**config.mk**
```make
export PLATFORM = sky130hd
export DESIGN_NAME = pad_link_tx
export DESIGN_NICKNAME = d
export VERILOG_FILES = /design/src/rtl/pad_link_tx_pkg.sv /design/src/rtl/pad_debounce.sv /design/src/rtl/pad_link_tx.sv
export SDC_FILE = /design/constraint.sdc
export NUM_CORES = 1
export LEC_CHECK = 0
export CAP_MARGIN = 40
export CORE_MARGIN = 8
export CORE_UTILIZATION = 40
export DETAILED_ROUTE_END_ITERATION = 6
export PLACE_DENSITY = 0.57
export SYNTH_ARGS = -nofsm -noshare
export SYNTH_HDL_FRONTEND = slang
export SYNTH_HIERARCHICAL = 1
export SYNTH_SLANG_ARGS = --single-unit
```
**constraint.sdc**
```tcl
create_clock -name i_CLK -period 3.9 [get_ports i_CLK]
set_input_delay 0.585 -clock i_CLK [delete_from_list [all_inputs] [get_ports i_CLK]]
set_output_delay 0.585 -clock i_CLK [all_outputs]
set_load 0.03 [all_outputs]
```
**src/rtl/pad_link_tx_pkg.sv**
```systemverilog
// Shared pad-link definitions: TX FSM encoding, frame shape and payload
// packing, used by both the transmitter and the matching receiver.
package pad_link_tx_pkg;

  typedef enum logic [2:0] {
    IDLE   = 3'd0,
    START  = 3'd1,
    DATA   = 3'd2,
    PARITY = 3'd3,
    STOP   = 3'd4
  } tx_state_e;

  localparam int   FRAME_BITS = 11;
  localparam int   DATA_BITS  = 8;
  localparam logic MARKER_BIT = 1'b1;

  function automatic logic [7:0] pad_byte(
    input logic [2:0] seq,
    input logic [3:0] btn
  );
    return {MARKER_BIT, seq, btn};
  endfunction

  function automatic logic even_par(input logic [7:0] b);
    return ^b;
  endfunction

endpackage

```
**src/rtl/pad_debounce.sv**
```systemverilog
// One button bit: two-flop synchronizer followed by a hold-time debouncer.
// chg_o pulses for one cycle together with each stable_o update.
module pad_debounce #(
  parameter int CYCLES = 250000
) (
  input  logic clk_i,
  input  logic rst_ni,
  input  logic btn_i,
  output logic stable_o,
  output logic chg_o
);

  localparam int CW = $clog2(CYCLES + 1);

  logic          s1_q;
  logic          s2_q;
  logic          stb_q;
  logic          chg_q;
  logic [CW-1:0] cnt_q;

  always_ff @(posedge clk_i or negedge rst_ni) begin
    if (!rst_ni) begin
      s1_q  <= 1'b0;
      s2_q  <= 1'b0;
      stb_q <= 1'b0;
      chg_q <= 1'b0;
      cnt_q <= '0;
    end else begin
      s1_q  <= btn_i;
      s2_q  <= s1_q;
      chg_q <= 1'b0;
      if (s2_q == stb_q) begin
        cnt_q <= '0;
      end else if (cnt_q == CW'(CYCLES - 1)) begin
        stb_q <= s2_q;
        chg_q <= 1'b1;
        cnt_q <= '0;
      end else begin
        cnt_q <= cnt_q + CW'(1);
      end
    end
  end

  assign stable_o = stb_q;
  assign chg_o    = chg_q;

endmodule

```
**src/rtl/pad_link_tx.sv**
```systemverilog
// Gamepad link transmitter: debounced buttons are sent as 11-bit UART
// frames on every change and periodically as a keepalive.
module pad_link_tx
  import pad_link_tx_pkg::*;
#(
  parameter int CLKS_PER_BIT     = 217,
  parameter int DEBOUNCE_CYCLES  = 250000,
  parameter int KEEPALIVE_CYCLES = 2500000
) (
  input  logic       i_CLK,
  input  logic       i_RST_N,
  input  logic [3:0] i_BTN,
  output logic       o_TX,
  output logic       o_BUSY,
  output logic [3:0] o_BTN_STABLE
);

  localparam int BW = $clog2(CLKS_PER_BIT + 1);
  localparam int KW = $clog2(KEEPALIVE_CYCLES + 1);

  logic [3:0]    stb;
  logic [3:0]    chg;
  logic          ka_hit;
  logic          req;
  logic [7:0]    data_d;

  tx_state_e     state_q;
  logic          tx_q;
  logic          busy_q;
  logic          pend_q;
  logic          par_q;
  logic [7:0]    sh_q;
  logic [2:0]    seq_q;
  logic [2:0]    nbit_q;
  logic [BW-1:0] bcnt_q;
  logic [KW-1:0] ka_q;
  logic          bit_end;

  for (genvar g = 0; g < 4; g++) begin : g_db
    pad_debounce #(
      .CYCLES(DEBOUNCE_CYCLES)
    ) u_db (
      .clk_i   (i_CLK),
      .rst_ni  (i_RST_N),
      .btn_i   (i_BTN[g]),
      .stable_o(stb[g]),
      .chg_o   (chg[g])
    );
  end

  assign ka_hit  = (ka_q == KW'(KEEPALIVE_CYCLES - 1));
  assign req     = (|chg) | ka_hit;
  assign data_d  = pad_byte(seq_q, stb);
  assign bit_end = (bcnt_q == BW'(CLKS_PER_BIT - 1));

  always_ff @(posedge i_CLK or negedge i_RST_N) begin
    if (!i_RST_N) begin
      state_q <= IDLE;
      tx_q    <= 1'b1;
      busy_q  <= 1'b0;
      pend_q  <= 1'b0;
      par_q   <= 1'b0;
      sh_q    <= '0;
      seq_q   <= '0;
      nbit_q  <= '0;
      bcnt_q  <= '0;
      ka_q    <= '0;
    end else if (state_q == IDLE) begin
      tx_q   <= 1'b1;
      busy_q <= 1'b0;
      if (req || pend_q) begin
        state_q <= START;
        tx_q    <= 1'b0;
        busy_q  <= 1'b1;
        pend_q  <= 1'b0;
        sh_q    <= data_d;
        par_q   <= even_par(data_d);
        nbit_q  <= '0;
        bcnt_q  <= '0;
        ka_q    <= '0;
      end else begin
        ka_q <= ka_q + KW'(1);
      end
    end else begin
      ka_q <= '0;
      if (req) pend_q <= 1'b1;
      bcnt_q <= bit_end ? '0 : bcnt_q + BW'(1);
      if (bit_end) begin
        unique case (state_q)
          START: begin
            state_q <= DATA;
            tx_q    <= sh_q[0];
          end
          DATA: begin
            if (nbit_q == 3'(DATA_BITS - 1)) begin
              state_q <= PARITY;
              tx_q    <= par_q;
            end else begin
              nbit_q <= nbit_q + 3'd1;
              sh_q   <= sh_q >> 1;
              tx_q   <= sh_q[1];
            end
          end
          PARITY: begin
            state_q <= STOP;
            tx_q    <= 1'b1;
          end
          STOP: begin
            state_q <= IDLE;
            busy_q  <= 1'b0;
            tx_q    <= 1'b1;
            seq_q   <= seq_q + 3'd1;
          end
          default: begin
            state_q <= IDLE;
            busy_q  <= 1'b0;
            tx_q    <= 1'b1;
          end
        endcase
      end
    end
  end

  assign o_TX         = tx_q;
  assign o_BUSY       = busy_q;
  assign o_BTN_STABLE = stb;

endmodule

```
==> results of run 1 <==
-- flip-flops by register name, summed over array words and instances (netlist names) --
signal / cells
g_db.u_db/stable_o: 4
g_db.u_db/s1_q: 4
o_BUSY: 1
bcnt_q: 8
o_TX: 1
g_db.u_db/s2_q: 4
state_q: 3
sh_q: 8
nbit_q: 3
seq_q: 3
par_q: 1
g_db.u_db/cnt_q: 72
pend_q: 1
ka_q: 22
g_db.u_db/chg_o: 4
-- power groups by stage --
stage               sequential, mW  combinational [mW]  clock (mW)
floorplan                     1.49              0.0301           0
global placement              1.50              0.0710           0
detailed placement            1.50              0.0765           0
CTS                           1.47              0.0778        1.77
global route                  1.47              0.0865        1.84
finish                        1.47              0.0737        1.73
-- cells by family (layout without fill, tap and decap cells) --
group	Yosys count	after routing	synth area share
simple gates	329	329	0.259
flops	139	139	0.499
xor+xnor	85	85	0.107
compound gates	81	81	0.0851
buf+inv	29	56	0.0190
fa+ha+maj	10	10	0.0179
mux	7	7	0.0133
-- worst paths after layout --
kind,start,endpoint,slack (ps),depth (start not counted)
max reg2reg,ka_q[0],ka_q[5],1650,6
max in group asynchronous,i_RST_N,g_db[2].u_db/cnt_q[2],2680,3
min in group asynchronous,i_RST_N,ka_q[17],540,2
max,g_db[0].u_db/stable_o,o_BTN_STABLE[0],1640,1
min,g_db[1].u_db/s1_q,g_db[1].u_db/s2_q,350,0
min reg2reg,g_db[1].u_db/s1_q,g_db[1].u_db/s2_q,350,0
-- cells in the final DEF (no fill, tap or decap), drive strengths merged, types with 5 or more instances in the layout --
| master | n |
|---|---|
| nor3 | 8 |
| xnor2 | 50 |
| nor4 | 22 |
| nand2b | 5 |
| nor2b | 7 |
| and3 | 14 |
| xor2 | 35 |
| or3 | 8 |
| clkbuf | 18 |
| mux2 | 6 |
| nor2 | 110 |
| o21ai | 28 |
| and4 | 11 |
| or4 | 12 |
| nand4 | 31 |
| ha | 10 |
| dfrtp | 138 |
| nand3 | 42 |
| o22ai | 8 |
| bufinv | 5 |
| a21oi | 21 |
| o221a | 7 |
| inv | 10 |
| clkinv | 7 |
| clkdlybuf4s50 | 10 |
| nand2 | 37 |
-- area by class of cell --
type	instances	area share
Sequential cell	139	0.437
Multi-Input combinational cell	512	0.422
Clock buffer	18	0.0539
Tap cell	225	0.0353
Clock inverter	13	0.0251
Timing Repair Buffer	15	0.0222
Inverter	10	0.00471
-- synthesized netlist by cell type, drive strengths merged, types with 2 or more instances --
library cell / instances / area share
a211oi: 3 / 0.0050
a21oi: 21 / 0.017
a31oi: 4 / 0.0036
and2: 4 / 0.0036
and2b: 3 / 0.0038
and3: 14 / 0.013
and4: 11 / 0.014
and4b: 4 / 0.0057
buf: 9 / 0.0083
clkbuf: 10 / 0.0054
dfrtp: 138 / 0.50
ha: 10 / 0.018
inv: 10 / 0.0054
mux2: 6 / 0.012
nand2: 37 / 0.020
nand2b: 5 / 0.0045
nand3: 42 / 0.033
nand4: 31 / 0.028
nor2: 110 / 0.059
nor2b: 7 / 0.0063
nor3: 8 / 0.0057
nor3b: 3 / 0.0039
nor4: 22 / 0.022
o21ai: 28 / 0.021
o221a: 7 / 0.011
o22ai: 8 / 0.0081
o31ai: 4 / 0.0043
o41ai: 3 / 0.012
or2: 2 / 0.0022
or3: 8 / 0.0072
or4: 12 / 0.017
or4b: 2 / 0.0034
xnor2: 50 / 0.063
xor2: 35 / 0.044
-- per-stage QoR --
| stage | util | hold WS (ps) |
|---|---|---|
| after floorplan | - | 289 |
| final | 0.464 | 349 |
| after detailed placement | 0.426 | 336 |
| after global routing | 0.464 | 353 |
| after CTS | 0.464 | 350 |
| after global placement | 0.424 | 332 |
-- routing by layer --
layer	up-vias	global-route usage	part of all wire
met5	-	0	0
met3	9	0.0312	0.031
met4	0	0.0622	0.013
met2	73	0.212	0.47
li1	2472	-	-
met1	2466	0.177	0.49
-- repair_timing --
item                                   CTS  global route
hold buffers                             1             0
buffers inserted                         0             0
endpoints found under the hold margin    7             0
==> results.toml, run 1 <==
[pwr]
p_comb_frac = 0.023
switching_share = 0.203
switchingPower_mw = 0.666
irDropWorstVdd_mv = 0.334
clockPowerShare = 0.528
p_seq_frac = 0.449
p_leak_nw = 3.34
p_total_mw = 3.27
powerDensity_mw_per_mm2 = 411
internal_power_mw = 2.61

[clock_network]
root_buffer = "clkbuf_16"
clk_latency_ps = 420
cts-resized-gates = 0
cts_tree = "done"
cts-buffers-inserted = 17
htree_levels = 4
cts_buffer_depth = 2
cts.sinks = 139
path_clk_slew_ps = 60

[worst_setup_path]
crit_arrival_ps = 1670
worstSetupPathType = "flip-flop to output pin"
crit_buf_inv = 1
slowest_delay_ps = 740
crit_fanout = 6
worstPathCellList = "clkdlybuf4s50_1"
cpMaxStageDelayCell = "clkdlybuf4s50_1"
cp.required_ps = 3310
cp-start-kind = "flip-flop"
path_delay_family = "buffers and inverters"
worst_setup_path_end_kind = "output pin"

[cells_and_area]
multiInputGateArea_mm2 = 0.00336
nFillCells = 1599
layoutNonFillerInstCount = 932
area_growth_pct = 14.2
drive_above_1_share = 0.113
fin_area_mm2 = 0.00796
regArea_mm2 = 0.00348
diodes = 0
nets = 711

[global_routing]
grt_overflow = 0
antenna_found_initial = 0
grt_pass1_wl_um = 24400
grt_max_degree = 95
grt_usage = 0.136
grt_pass1_vias = 5001

[route]
final_antenna_net_count = 0
wirelength_um = 13800
vias_per_cell = 5.39
drt_drc_violations_left = 0
vias = 5020
first_iter_violations = 189
drt_pre_antenna_iters = 4
wire_per_inst_um = 14.8

[worst_hold_path]
hp-class = "flip-flop to flip-flop"

[floorplanning]
die_h_um = 148
rows = 48
die-area_mm2 = 0.0219
die_w_um = 148
core_mm2 = 0.0172
io_pins = 12
start_util = 0.406

[synthesis]
synth_area_per_cell_um2 = 10.3
synth_edf_count = 0
ys_ff_latch = 139
synth_top_flop_cell = "dfrtp_1"
netlist_instances = 680
synth_nets = 696
ys_async_sr_fraction = 1.00
seq_area_frac_synth = 0.499
syn_area_mm2 = 0.00697
synth_cell_types = 59
ys_warn_count = 6

[timing]
worstMarginPinSlew_ps = 900
hold_viol = 0
clock.fmax_mhz = 443
setup-tns-final_ps = 0
setup_viol = 0
relSlewSlack = 0.398
period_minus_slack_ps = 2260
skew_ps = 8.50
fin_crit_sh = 0.579
drv_slew = 0
fin_ws_ps = 1640
rsz0062_at_grt = "no"

[outcome]
status = "finished clean"

[placement]
io_buffers = 11
place_area_mm2 = 0.00732
dpl.cell_count = 900
gp_congestion = 0.798
pre_cts_slack_ps = 1660
dpl.hpwl_um = 9230

[job]
maxCapViolations = 0
(Power assumes the default switching activity.)
==> run 2: changes to the inputs <==
==> constraint.sdc (replaced) <==
create_clock -name i_CLK -period 2.3 [get_ports i_CLK]
set_input_delay 0.345 -clock i_CLK [delete_from_list [all_inputs] [get_ports i_CLK]]
set_output_delay 0.345 -clock i_CLK [all_outputs]
set_load 0.03 [all_outputs]
==> run 2 against run 1 <==
Global-route usage hardly changed. First-iteration DRC count is 33% higher. Non-clock buffer count is 16 higher. Design area is 0.80% higher. Via count is 1.6% higher. Sequential power is 69% higher. Cell count is 1.8% higher. Sequential cell count stayed put. Clock skew is 3.2 ps higher. Setup slack worse by 1500 ps. Largest power group unchanged.
==> results.toml, run 2 (synthesis gave the netlist of run 1 again) <==
[placement]
dpl.hpwl_um = 9510
pre_cts_slack_ps = 165
io_buffers = 11
gp_congestion = 0.786

[cells_and_area]
drive_above_1_share = 0.135
diodes = 0
top_regs = "g_db.u_db/cnt_q (72), ka_q (22)"
final_common_cell = "dfrtp_1"
largest_register = "g_db.u_db/cnt_q"
nFillCells = 1630
largest_reg_flops = 72
area_growth_pct = 15.1
layout_common_cells = "dfrtp_1 (138), nor2_1 (109), xnor2_1 (50), nand3_1 (38), nand2_1 (36)"
post-route-util = 0.467
nets = 727

[clock_network]
cts_buffer_depth = 2
cts_tree = "done"
clk_latency_ps = 420
htree_levels = 4
cts.sinks = 139
root_buffer = "clkbuf_16"
path_clk_slew_ps = 60
cts-buffers-inserted = 17

[timing]
rsz0062_at_grt = "no"
skew_ps = 11.7
clock.fmax_mhz = 470
drv_slew = 0
worstMarginPinSlew_ps = 694
relSlewSlack = 0.533
period_minus_slack_ps = 2130
setup-tns-final_ps = 0
fin_ws_ps = 174
setup_viol = 0
fin_crit_sh = 0.925
hold_viol = 0

[worst_hold_path]
hp-class = "input port to asynchronous set/reset pin"

[worst_setup_path]
cp_num_cells = 7
reg2regPathDepth = 7
worst_setup_path_end_kind = "flip-flop"
slowest_delay_ps = 550
cp-start-kind = "flip-flop"
cpMaxStageDelayCell = "or4b_4"
worstPathCellList = "inv_1, ha_1, nand4_1, or4b_4, nor3b_2, nand2_2, o221a_2"
crit_buf_inv = 1
path_delay_family = "simple AND/OR/NAND/NOR gates"
r2r_setup_slack_ps = 170
worstSetupPathType = "flip-flop to flip-flop"
crit_fanout = 8
reg2reg_from = "bcnt_q[0]"
crit_arrival_ps = 2430
r2r_end = "sh_q[5]"
cp.required_ps = 2600

[route]
drt_pre_antenna_iters = 4
first_iter_violations = 252
vias_per_cell = 5.37
wirelength_um = 14000
final_antenna_net_count = 0
drt_drc_violations_left = 0
vias = 5100
wire_per_inst_um = 14.7

[pwr]
irDropWorstVdd_mv = 0.525
powerDensity_mw_per_mm2 = 653
p_leak_nw = 3.36

[global_routing]
antenna_found_initial = 0
globalRouteMet2Util = 0.212
grt_max_degree = 79
grt_util_met1 = 0.174
gr-usage-met3 = 0.0407
grt_usage = 0.136
grt_overflow = 0
grt_pass1_wl_um = 24300
grt_pass1_vias = 5054
busiest_layer = "met2"

[outcome]
status = "finished clean"

[job]
maxCapViolations = 0

[floorplanning]
io_pins = 12
die_w_um = 148
die-area_mm2 = 0.0219
rows = 48
start_util = 0.406
die_h_um = 148
core_mm2 = 0.0172
run 2: layout make-up:
type	instances	area, µm²	area share
Multi-Input combinational cell	512	3370	0.420
Clock buffer	20	457	0.0569
Inverter	10	37.5	0.00468
Timing Repair Buffer	31	289	0.0360
Tap cell	225	282	0.0351
Clock inverter	12	114	0.0142
Sequential cell	139	3480	0.433
run 2: report_power, final:
group / switching [mW] / leakage, nW / internal, mW
Sequential: 0.0234 / 1.90 / 2.47
Combinational: 0.0841 / 1.20 / 0.0453
Clock: 1.07 / 0.258 / 1.55
run 2: repair_timing:
item                                    CTS  global route
setup buffers                             0             0
hold buffers                              1             0
gates resized for setup                   0             2
endpoints found under the hold margin    60             0
endpoints found under the setup margin    0             8
run 2: how the worst max path moves through the flow:
| stage | from | to | slack (ps) |
|---|---|---|---|
| 2_1_floorplan | bcnt_q[0] | sh_q[0] | 320 |
| 3_3_place_gp | bcnt_q[0] | sh_q[3] | 210 |
| 3_5_place_dp | bcnt_q[0] | sh_q[5] | 170 |
| 4_1_cts | bcnt_q[0] | sh_q[5] | 160 |
| 5_1_grt | bcnt_q[0] | sh_q[4] | 40 |
| 6_report | bcnt_q[0] | sh_q[5] | 170 |
run 2: through the flow:
step           power, mW  cells  hold slack [ps]  area (µm²)
6_report            5.24    949              299        8030
5_1_grt             5.46    949              298        8030
4_1_cts             5.33    949              287        8020
3_5_place_dp        2.67    916              158        7440
3_3_place_gp        2.67    916              158        7440
2_1_floorplan       2.58    680             49.4        6970
run 2: layer usage:
metal	share of wire	wire (µm)
met4	0.0084	118
met2	0.48	6670
met3	0.029	401
met5	0	0
met1	0.49	6780
run 2: worst register-to-register path, cell delays in order (launching register included):
cell     delay, ps
dfrtp_1        410
inv_1           70
ha_1           180
nand4_1        100
or4b_4         550
nor3b_2        270
nand2_2        170
o221a_2        270
==> run 3: changes to the inputs <==
--- a/config.mk
+++ b/config.mk
@@ -9,7 +9,9 @@
 export CORE_MARGIN = 8
 export CORE_UTILIZATION = 40
 export DETAILED_ROUTE_END_ITERATION = 6
-export PLACE_DENSITY = 0.57
+export DONT_BUFFER_PORTS = 1
+export PLACE_DENSITY = 0.56
+export SLEW_MARGIN = 20
 export SYNTH_ARGS = -nofsm -noshare
 export SYNTH_HDL_FRONTEND = slang
 export SYNTH_HIERARCHICAL = 1
==> run 3 against run 2 <==
The flow now finishes with violations (hold timing). Setup slack worse by 29 ps. Die area is the same. Combinational power shrank 45%. Clock skew decreased by 3.7 ps. Register-to-register slack worse by 30 ps. Power up 1.5%. Clock-buffer cell count fell by 1. Critical path type unchanged.
==> results.toml, run 3 (synthesis gave the netlist of run 1 again) <==
[clock_network]
cts.sinks = 139
post_cts_buffers = 0
clk_latency_ps = 410
postCtsHoldBufs = 4
cts-buffers-inserted = 17
cts_buffer_depth = 2
path_clk_slew_ps = 60
root_buffer = "clkbuf_16"
cts_tree = "done"
htree_levels = 4

[floorplanning]
die_h_um = 148
io_pins = 12
rows = 48
die_w_um = 148
core_mm2 = 0.0172
die-area_mm2 = 0.0219
start_util = 0.406

[job]
maxCapViolations = 0

[route]
first_iter_violations = 255
wire_per_inst_um = 14.7
vias_per_cell = 5.39
final_antenna_net_count = 0
vias = 5052
drt_pre_antenna_iters = 4
wirelength_um = 13800
drt_drc_violations_left = 0

[global_routing]
grt_overflow = 0
grt_pass1_wl_um = 24300
antenna_found_initial = 0
grt_max_degree = 140
grt_usage = 0.135
grt_pass1_vias = 5051

[cells_and_area]
largest_reg_flops = 72
nets = 717
final_common_cell = "dfrtp_1"
layout_common_cells = "dfrtp_1 (138), nor2_1 (110), xnor2_1 (50), nand3_1 (38), nand2_1 (36)"
regArea_mm2 = 0.00348
nFillCells = 1635
drive_above_1_share = 0.130
area_growth_pct = 13.6
largest_register = "g_db.u_db/cnt_q"
diodes = 0
multiInputGateArea_mm2 = 0.00336
top_regs = "g_db.u_db/cnt_q (72), ka_q (22)"

[worst_setup_path]
cp.required_ps = 2590
r2r_end = "sh_q[4]"
crit_arrival_ps = 2450
worst_setup_path_end_kind = "flip-flop"
reg2regPathDepth = 7
cp-start-kind = "flip-flop"
r2r_setup_slack_ps = 140
crit_fanout = 8
reg2reg_from = "bcnt_q[0]"
worstSetupPathType = "flip-flop to flip-flop"

[timing]
relSlewSlack = 0.621
worstMarginPinSlew_ps = 565
hold_slack_ps = -370
period_minus_slack_ps = 2160
rsz0062_at_grt = "no"
fin_ws_ps = 145
clock.fmax_mhz = 464
setup_viol = 0
skew_ps = 7.97
fin_crit_sh = 0.937
drv_slew = 0
hold_viol = 139
setup-tns-final_ps = 0

[worst_hold_path]
hp-class = "input port to asynchronous set/reset pin"

[pwr]
irDropWorstVdd_mv = 0.541
powerDensity_mw_per_mm2 = 672
p_leak_nw = 3.35

[placement]
dpl.hpwl_um = 9200
io_buffers = 0
gp_congestion = 0.813
pre_cts_slack_ps = 163

[outcome]
status = "finished with violations"
violations = "hold timing"
run 3: cell count changes in the layout (fill, tap and decap cells not counted), moves of 3 or more:
cell,previous run,this run
clkdlybuf4s50_1,10,0
clkinvlp_4,7,1
clkinv_2,1,5
clkinv_4,0,3
dlygate4sd3_1,1,4
inv_6,3,0
run 3: cell type report:
| type | count | share of cell area |
|---|---|---|
| Multi-Input combinational cell | 512 | 0.424 |
| Clock inverter | 12 | 0.0188 |
| Sequential cell | 139 | 0.439 |
| Clock buffer | 19 | 0.0559 |
| Timing Repair Buffer | 21 | 0.0212 |
| Tap cell | 225 | 0.0356 |
| Inverter | 10 | 0.00474 |
run 3: worst max path at each step:
stage / from / to / slack (ps)
floorplan: bcnt_q[0] / sh_q[0] / 320
finish: bcnt_q[0] / sh_q[4] / 140
global placement: bcnt_q[0] / sh_q[1] / 190
global route: ka_q[0] / sh_q[2] / 20
CTS: bcnt_q[0] / sh_q[4] / 140
detailed placement: bcnt_q[0] / sh_q[2] / 160
run 3: stage by stage:
| step | std cells | instance area (µm²) | total power, mW | utilization |
|---|---|---|---|---|
| 2_1_floorplan | 680 | 6970 | 2.58 | - |
| 3_3_place_gp | 903 | 7290 | 2.60 | 0.424 |
| 3_5_place_dp | 903 | 7290 | 2.60 | 0.424 |
| 4_1_cts | 938 | 7920 | 5.39 | 0.461 |
| 5_1_grt | 938 | 7920 | 5.51 | 0.461 |
| 6_report | 938 | 7920 | 5.32 | 0.461 |
run 3: timing repair:
item	4_1_cts	5_1_grt
endpoints found under the hold margin	143	139
resized for setup	0	0
endpoints found under the setup margin	0	0
run 3: where the power goes:
part | total [mW] | internal [mW] | switching (mW)
clock network | 2.75 | 1.72 | 1.03
logic | 0.0713 | 0.0338 | 0.0374
registers | 2.50 | 2.47 | 0.0243
run 3: routing by layer:
layer	vias up	wire length [µm]	global-route usage	share of wire
met4	0	165	0.0464	0.012
met2	83	6310	0.211	0.46
met1	2481	6840	0.177	0.50
met5	-	0	0	0
li1	2476	-	-	-
met3	12	506	0.0382	0.037
run 3: worst max-delay path, stage by stage, from the launching register on:
cell and delay, ps:
dfrtp_1 420, inv_1 70, ha_1 170, nand4_1 100, or4b_4 560, nor3b_2 260
nand2_2 170, o221a_2 280
